==> src/rtl/ma_stage.sv <==
// Memory-access stage: byte/half/word loads and stores into the MAWB pipeline register.
// Latency: 1 cycle on a zero-wait ack; N+1 cycles when the ack arrives N cycles after the request.
// Backpressure: o_MEM_Busy stalls upstream until the ack; i_MAWB_stall holds the MAWB register and keeps the request open.
module ma_stage #(
    parameter int WIDTH     = 32,
    parameter int WB_WIDTH  = 2,
    parameter int MA_WIDTH  = 5,
    parameter int RDS_WIDTH = 5
) (
    input  logic                 clk,
    input  logic                 reset,
    input  logic [WB_WIDTH-1:0]  i_WB_Ctrl,
    input  logic [MA_WIDTH-1:0]  i_MEM_Ctrl,
    input  logic [WIDTH-1:0]     i_ALU_rslt,
    input  logic [WIDTH-1:0]     i_Rs2_val,
    input  logic [RDS_WIDTH-1:0] i_Rs2_addr,
    input  logic [RDS_WIDTH-1:0] i_Rds_addr,
    input  logic [WIDTH-1:0]     i_PC,
    input  logic                 i_Fwrd_Store,
    input  logic [WIDTH-1:0]     i_Data_From_WB,
    input  logic                 i_MAWB_flush,
    input  logic                 i_MAWB_stall,
    output logic                 o_DMem_Req,
    output logic                 o_DMem_We,
    output logic [WIDTH-1:0]     o_DMem_Addr,
    output logic [WIDTH-1:0]     o_DMem_WData,
    output logic [3:0]           o_DMem_BE,
    input  logic                 i_DMem_Ack,
    input  logic [WIDTH-1:0]     i_DMem_RData,
    output logic                 o_MEM_Busy,
    output logic                 o_Misaligned,
    output logic [WIDTH-1:0]     o_Data_To_EX,
    output logic [WB_WIDTH-1:0]  o_MAWB_WB,
    output logic [WIDTH-1:0]     o_MAWB_Mem_Data,
    output logic [WIDTH-1:0]     o_MAWB_ALU_rslt,
    output logic [RDS_WIDTH-1:0] o_MAWB_Rds_addr,
    output logic [WIDTH-1:0]     o_MAWB_PC
);

    typedef enum logic {S_IDLE, S_WAIT} state_t;

    state_t           state, state_nxt;
    logic             mem_rd, mem_wr, mem_op, ld_unsigned, misalign;
    logic [1:0]       size, ofs;
    logic [WIDTH-1:0] st_data, ld_data;
    logic [3:0]       st_be;
    logic             unused_ok;

    assign mem_rd       = i_MEM_Ctrl[0];
    assign mem_wr       = i_MEM_Ctrl[1];
    assign size         = i_MEM_Ctrl[3:2];
    assign ld_unsigned  = i_MEM_Ctrl[4];
    assign mem_op       = mem_rd | mem_wr;
    assign ofs          = i_ALU_rslt[1:0];
    assign o_Data_To_EX = i_ALU_rslt;
    assign unused_ok    = ^i_Rs2_addr;

    always_comb begin
        misalign = 1'b0;
        case (size)
            2'b00:   misalign = 1'b0;
            2'b01:   misalign = ofs[0];
            default: misalign = (ofs != 2'b00);
        endcase
    end

    assign o_Misaligned = reset & mem_op & misalign;

    // Store data: lane-replicated so the memory only has to honour the byte enables.
    always_comb begin
        st_data = i_Fwrd_Store ? i_Data_From_WB : i_Rs2_val;
        st_be   = 4'b1111;
        case (size)
            2'b00: begin
                st_data = {4{st_data[7:0]}};
                st_be   = 4'b0001 << ofs;
            end
            2'b01: begin
                st_data = {2{st_data[15:0]}};
                st_be   = ofs[1] ? 4'b1100 : 4'b0011;
            end
            default: st_be = 4'b1111;
        endcase
    end

    always_comb begin
        logic [7:0]  ld_b;
        logic [15:0] ld_h;
        ld_b    = 8'(i_DMem_RData >> {ofs, 3'b000});
        ld_h    = ofs[1] ? i_DMem_RData[31:16] : i_DMem_RData[15:0];
        case (size)
            2'b00:   ld_data = {{(WIDTH-8){ld_b[7] & ~ld_unsigned}}, ld_b};
            2'b01:   ld_data = {{(WIDTH-16){ld_h[15] & ~ld_unsigned}}, ld_h};
            default: ld_data = i_DMem_RData;
        endcase
    end

    always_ff @(posedge clk) begin
        if (!reset) state <= S_IDLE;
        else        state <= state_nxt;
    end

    // An ack seen while MAWB is stalled cannot be captured, so the access stays open.
    always_comb begin
        state_nxt = state;
        case (state)
            S_IDLE: if (o_DMem_Req && !(i_DMem_Ack && !i_MAWB_stall)) state_nxt = S_WAIT;
            S_WAIT: if (i_DMem_Ack && !i_MAWB_stall)                  state_nxt = S_IDLE;
            default:                                                  state_nxt = S_IDLE;
        endcase
    end

    always_comb begin
        o_DMem_Req   = reset & ((state == S_WAIT) | (mem_op & ~misalign));
        o_DMem_We    = mem_wr;
        o_DMem_Addr  = {i_ALU_rslt[WIDTH-1:2], 2'b00};
        o_DMem_WData = st_data;
        o_DMem_BE    = mem_wr ? st_be : 4'b1111;
        o_MEM_Busy   = o_DMem_Req & ~i_DMem_Ack;
    end

    always_ff @(posedge clk) begin
        if (!reset || i_MAWB_flush) begin
            o_MAWB_WB       <= '0;
            o_MAWB_Mem_Data <= '0;
            o_MAWB_ALU_rslt <= '0;
            o_MAWB_Rds_addr <= '0;
            o_MAWB_PC       <= '0;
        end else if (i_MAWB_stall) begin
            o_MAWB_WB       <= o_MAWB_WB;
        end else if (o_MEM_Busy || o_Misaligned) begin
            o_MAWB_WB       <= '0;
            o_MAWB_Mem_Data <= '0;
            o_MAWB_ALU_rslt <= '0;
            o_MAWB_Rds_addr <= '0;
            o_MAWB_PC       <= '0;
        end else begin
            o_MAWB_WB       <= i_WB_Ctrl;
            o_MAWB_Mem_Data <= mem_rd ? ld_data : '0;
            o_MAWB_ALU_rslt <= i_ALU_rslt;
            o_MAWB_Rds_addr <= i_Rds_addr;
            o_MAWB_PC       <= i_PC;
        end
    end

endmodule

==> config.mk <==
export PLATFORM = sky130hd
export DESIGN_NAME = ma_stage
export DESIGN_NICKNAME = d
export VERILOG_FILES = /design/src/rtl/ma_stage.sv
export SDC_FILE = /design/constraint.sdc
export NUM_CORES = 1
export LEC_CHECK = 0
export CORE_AREA = 5 5 149 151
export DETAILED_ROUTE_END_ITERATION = 8
export DIE_AREA = 0 0 154 156
export PLACE_DENSITY_LB_ADDON = 0.1
export SYNTH_ARGS = -nofsm -noshare
export SYNTH_HDL_FRONTEND = slang
export SYNTH_SLANG_ARGS = --single-unit
==> constraint.sdc <==
create_clock -name clk -period 2.3 [get_ports clk]
set_input_delay 0.46 -clock clk [delete_from_list [all_inputs] [get_ports clk]]
set_output_delay 0.46 -clock clk [all_outputs]
set_load 0.02 [all_outputs]
After elaboration in Yosys (flattened, before gate mapping)
Cells that the tools add are included.
{"block": "totals", "regBits": 104, "in_bits": 183, "out_inout_bits": 207}
{"block": "classes", "n_eq_ne": 1, "n_shift": 2, "muxes": 17, "n_bitwise": 13, "reduce_logical": 9}
{"op": "32-bit two-way mux", "n": 5}
{"op": "32-bit case mux with 2 select lines", "n": 2}
{"op": "32-bit by 5-bit >> shifter with 8-bit output", "n": 1}
{"op": "16-bit two-way mux", "n": 1}
{"op": "4-bit two-way mux", "n": 2}
{"op": "4-bit case mux with 2 select lines", "n": 1}
{"op": "1-bit bitwise AND", "n": 7}
{"op": "5-bit two-way mux", "n": 1}
{"op": "1-bit NOT", "n": 4}
{"op": "1-bit case mux with 2 select lines", "n": 2}
{"op": "1-bit by 2-bit << shifter with 4-bit output, first input constant", "n": 1}
{"op": "1-bit zero test", "n": 3}
{"op": "2-bit by 1-bit == test with 1-bit output, second input constant", "n": 1}
{"op": "1-bit logical AND", "n": 2}
{"op": "2-bit zero test", "n": 1}
{"op": "1-bit logical OR", "n": 2}
{"op": "1-bit two-way mux", "n": 2}
{"op": "2-bit two-way mux", "n": 1}
{"op": "1-bit bitwise OR", "n": 2}
{"op": "2-bit nonzero test", "n": 1}

Depth between registers and ports, before layout
{"block": "depth", "word_depth": 9, "depth_mapped": 6, "depth_no_buf": 4}

Worst setup path before layout
OpenSTA, ideal clock, no wires.
{"block": "synth_path", "kind": "input-to-output", "startpoint": "input port i_Fwrd_Store", "endpoint": "output port o_DMem_WData[25]", "arrival_ns": 1.723, "required_ns": 1.840, "slack_ns": 0.117, "path_stages": 5, "cell_sequence": "clkbuf_1 clkbuf_1 mux2_2 nand2_1 o21ai_0"}
{"block": "synth_between", "elab_chain_len": 2}
{"item": "from (decl)", "line": "19", "rtl": "input logic i_Fwrd_Store,"}
{"item": "32-bit two-way mux", "line": "71", "rtl": "st_data = i_Fwrd_Store ? i_Data_From_WB : i_Rs2_val;"}
{"item": "32-bit case mux with 2 select lines", "line": "73", "rtl": "case (size)"}
{"item": "to (decl)", "line": "26", "rtl": "output logic [WIDTH-1:0] o_DMem_WData,"}
No other way between the ends.

Final worst setup path
{"block": "layout_path", "startpoint": "input port i_Fwrd_Store", "endpoint": "output port o_DMem_WData[30]"}
The elaborated chain is that of the path after synthesis.

==> run summary <==
LAYOUT
-------------------------------------------------------------------------------------
Fill cell total of the finished layout                                           1994
Commonest cells after routing, fill and taps aside                       sky130_fd_sc_hd__clkdlybuf4s50_1 (344), sky130_fd_sc_hd__dfxtp_1 (104), sky130_fd_sc_hd__a22o_1 (96), sky130_fd_sc_hd__buf_4 (34), sky130_fd_sc_hd__nand2_1 (31)
Core utilization of the finished layout                                         0.451
Layout Cells excl Fill                                                           1156
Final #Nets                                                                      1058
Area growth from synthesis to final layout                                      81.8%
Final cell area excluding filler cells                                      9320 um^2
Commonest non-fill, non-tap cell in the layout                           sky130_fd_sc_hd__clkdlybuf4s50_1
Layout cells sized above 1                                                      0.125

CTS
-------------------------------------------------------------------------------------
Clock root buffer                                                        sky130_fd_sc_hd__clkbuf_16
CTS tree                                                                          yes
Clock sink total                                                                  104
Max Root-Sink Buffers                                                               2
# H-tree levels                                                                     3
Clock Latency Late Sink                                                       0.35 ns
Clock transition at path regs                                                 0.07 ns
Quantity of hold-fixing buffers added after cts                                     0
Number of buffers inserted to repair setup after CTS                                0
CTS buffer count                                                                    9

DETAILED ROUTING
-------------------------------------------------------------------------------------
Average wire length per cell after detail routing                             19.2 um
Mean number of vias per cell                                                     4.65
Detailed-route DRC error count                                                      0
Count of routing violations after the opening detailed-route iteration            242
ANT nets after route                                                                0
Total wire length after detailed routing                                     22200 um
Iteration count of the initial detailed-routing pass                                5
Total number of vias                                                             5373

TIMING
-------------------------------------------------------------------------------------
Maximum operating frequency                                                 0.442 GHz
Final hold violation count                                                          0
Final setup skew                                                           0.00863 ns
Fin Setup TNS                                                                    0 ns
Worst Max-Slew Pin Slew                                                      0.722 ns
Unrepaired setup endpoints after global routing                                    no
Endpoints failing setup                                                             0
Pins Over Slew Limit                                                                0
Share of the clock period used by the worst path                                0.983
Shortest clock period the worst path allows after layout                      2.26 ns
Normalized max-slew margin                                                      0.518

PWR
-------------------------------------------------------------------------------------
Sw frac                                                                         0.291
Share of power burned in the clock network                                      0.321
Part of the total power dissipated in combinational logic                       0.277
Lkg Pwr                                                                    0.00359 uW
Pwr per Cell Area                                                         496 nW/um^2
Power Internal                                                                3280 uW
IR drop worst, VDD                                                           0.289 mV
Net Switching                                                                 1340 uW
Sequential fraction of design power                                             0.402

SYNTHESIS
-------------------------------------------------------------------------------------
Sequential-to-total area share from yosys stat                                  0.406
Syn Inst Count                                                                    547
FF+latch count, synth                                                             104
Post-synthesis cell area                                                    5130 um^2
Total of warnings raised by yosys                                                   0
Number of distinct library cells after synthesis                                   37
Average cell area after synthesis                                           9.37 um^2

DIE
-------------------------------------------------------------------------------------
Std-Cell Rows                                                                      53
Area of the die                                                            24000 um^2
I/O pins                                                                          390
Starting density of the core                                                    0.248
Floorplan Core Area                                                        20700 um^2
Vertical extent of the die                                                     156 um
Die width                                                                      154 um

PLACED DESIGN
-------------------------------------------------------------------------------------
Count of input and output buffers                                                 382
Placed cell areas                                                           9060 um^2
Final HPWL DP                                                                17800 um
Routability congestion estimate                                                 0.862
Number of instances in the placed design                                         1138

CRITICAL PATH
-------------------------------------------------------------------------------------
Critical Path Sink Type                                                    output pin
Kind of launch point of the worst setup path                                input pin
Worst setup path class                                                   input pin to output pin
Maximum fanout count along the critical path                                       10
Arrival time worst endpoint                                                   1.80 ns
Critical path data required time                                              1.84 ns

GLOBAL ROUTE
-------------------------------------------------------------------------------------
Wire length of the first global-routing pass                                 32700 um
Maximum number of pins on one net before global-route repair                       45
Number of antenna violations at the first check in global routing                   0
Total global routing track utilization                                          0.174
Via count of the first global-routing pass                                       5620
Overall overflow remaining after global route                                       0

JOB
-------------------------------------------------------------------------------------
Max-cap check violation count                                                       0

HOLD PATH
-------------------------------------------------------------------------------------
HP Class                                                                 register to register

STATUS
-------------------------------------------------------------------------------------
Result of the run                                                        finished clean

-- repair_timing --
action,CTS,global route
gates cloned,1,0
gates resized for setup,84,20
pin swaps,0,0
endpoints found under the setup margin,46,9
-- worst max-delay path, cell delays in order --
cell and delay (ns):
sky130_fd_sc_hd__clkdlybuf4s15_2 0.22, sky130_fd_sc_hd__bufbuf_16 0.30, sky130_fd_sc_hd__mux2_2 0.33, sky130_fd_sc_hd__nand2_1 0.06
sky130_fd_sc_hd__o21ai_0 0.08, sky130_fd_sc_hd__dlygate4sd2_1 0.34
-- power groups by stage --
| stage | registers (uW) | logic, uW | clock network [uW] |
|---|---|---|---|
| 3_5_place_dp | 1900 | 1310 | 0 |
| 5_1_grt | 1860 | 1360 | 1610 |
| 3_3_place_gp | 1900 | 1310 | 0 |
| 6_report | 1860 | 1280 | 1480 |
| 2_1_floorplan | 1950 | 547 | 0 |
| 4_1_cts | 1860 | 1290 | 1540 |
-- sequential cells by signal, indices dropped and copies added, names as in the netlist --
name,count
o_MAWB_ALU_rslt,32
o_MAWB_Mem_Data,32
o_MAWB_PC,32
o_MAWB_Rds_addr,5
o_MAWB_WB,2
state,1
-- metrics by stage --
stage               hold slack, ns  setup WS, ns  power [uW]
floorplan                    0.528         0.117        2490
global placement             0.445        -0.557        3210
detailed placement           0.444        -0.599        3210
CTS                          0.455       0.00267        4700
global route                 0.487      0.000491        4840
finish                       0.454        0.0393        4620
-- path summary, 6_finish.rpt --
path / startpoint / endpoint / slack (ns) / cells after the start
setup / recovery: i_Fwrd_Store / o_DMem_WData[30] / 0.04 / 6
hold / removal: o_MAWB_Mem_Data[5]$_SDFFE_PP0N_ / o_MAWB_Mem_Data[5]$_SDFFE_PP0N_ / 0.45 / 2
setup reg to reg: state$_SDFF_PN0_ / o_MAWB_PC[24]$_SDFFE_PP0N_ / 1.18 / 5
hold reg to reg: o_MAWB_Mem_Data[5]$_SDFFE_PP0N_ / o_MAWB_Mem_Data[5]$_SDFFE_PP0N_ / 0.45 / 2
-- cell usage after synthesis (all sizes together) --
library cell,n,share of area
conb,1,0.00073
a21oi,27,0.026
nor2b,4,0.0049
o2111ai,1,0.0017
a22o,96,0.16
inv,5,0.0037
o31ai,1,0.0015
nand2b,16,0.020
clkbuf,27,0.020
nor3,2,0.0020
clkinv,1,0.00073
mux2,18,0.040
and2b,1,0.0015
a221oi,1,0.0017
and2,2,0.0024
mux2i,23,0.045
or4,1,0.0015
nor3b,2,0.0029
a32o,7,0.014
dfxtp,104,0.41
a22oi,8,0.012
o21ba,1,0.0020
nand2,31,0.023
a222oi,7,0.014
o22ai,1,0.0012
nand3,1,0.00098
nand4,1,0.0012
a21bo,1,0.0020
a211oi,14,0.020
buf,85,0.11
or2,2,0.0024
o21ai,30,0.029
nor2,25,0.019
-- logic make-up after synthesis --
family,synth area share
muxes,0.0844
and+or+nand+nor,0.0808
buffers and inverters,0.139
DFF,0.406
other,0.000731
AOI/OAI and AO/OA,0.289
-- metal layers --
metal  up-vias  track usage  routed length (um)
met5         -            0                   0
met4         0       0.0664                 618
met3        33       0.0599                1920
met2       270        0.315               11400
met1      2463        0.187                8290
li1       2607            -                   -
-- cell type report --
type                       count  area, um^2  share of cell area
clock buffer                  10         229              0.0246
inverter                       6        22.5             0.00242
sequential                   104        2080               0.223
timing repair buffer         428        4210               0.452
tap                          275         344              0.0369
antenna                        1        2.50            0.000268
clock inverter                 6        50.0             0.00537
multi-input combinational    326        2380               0.255
(Power assumes the default switching activity.)
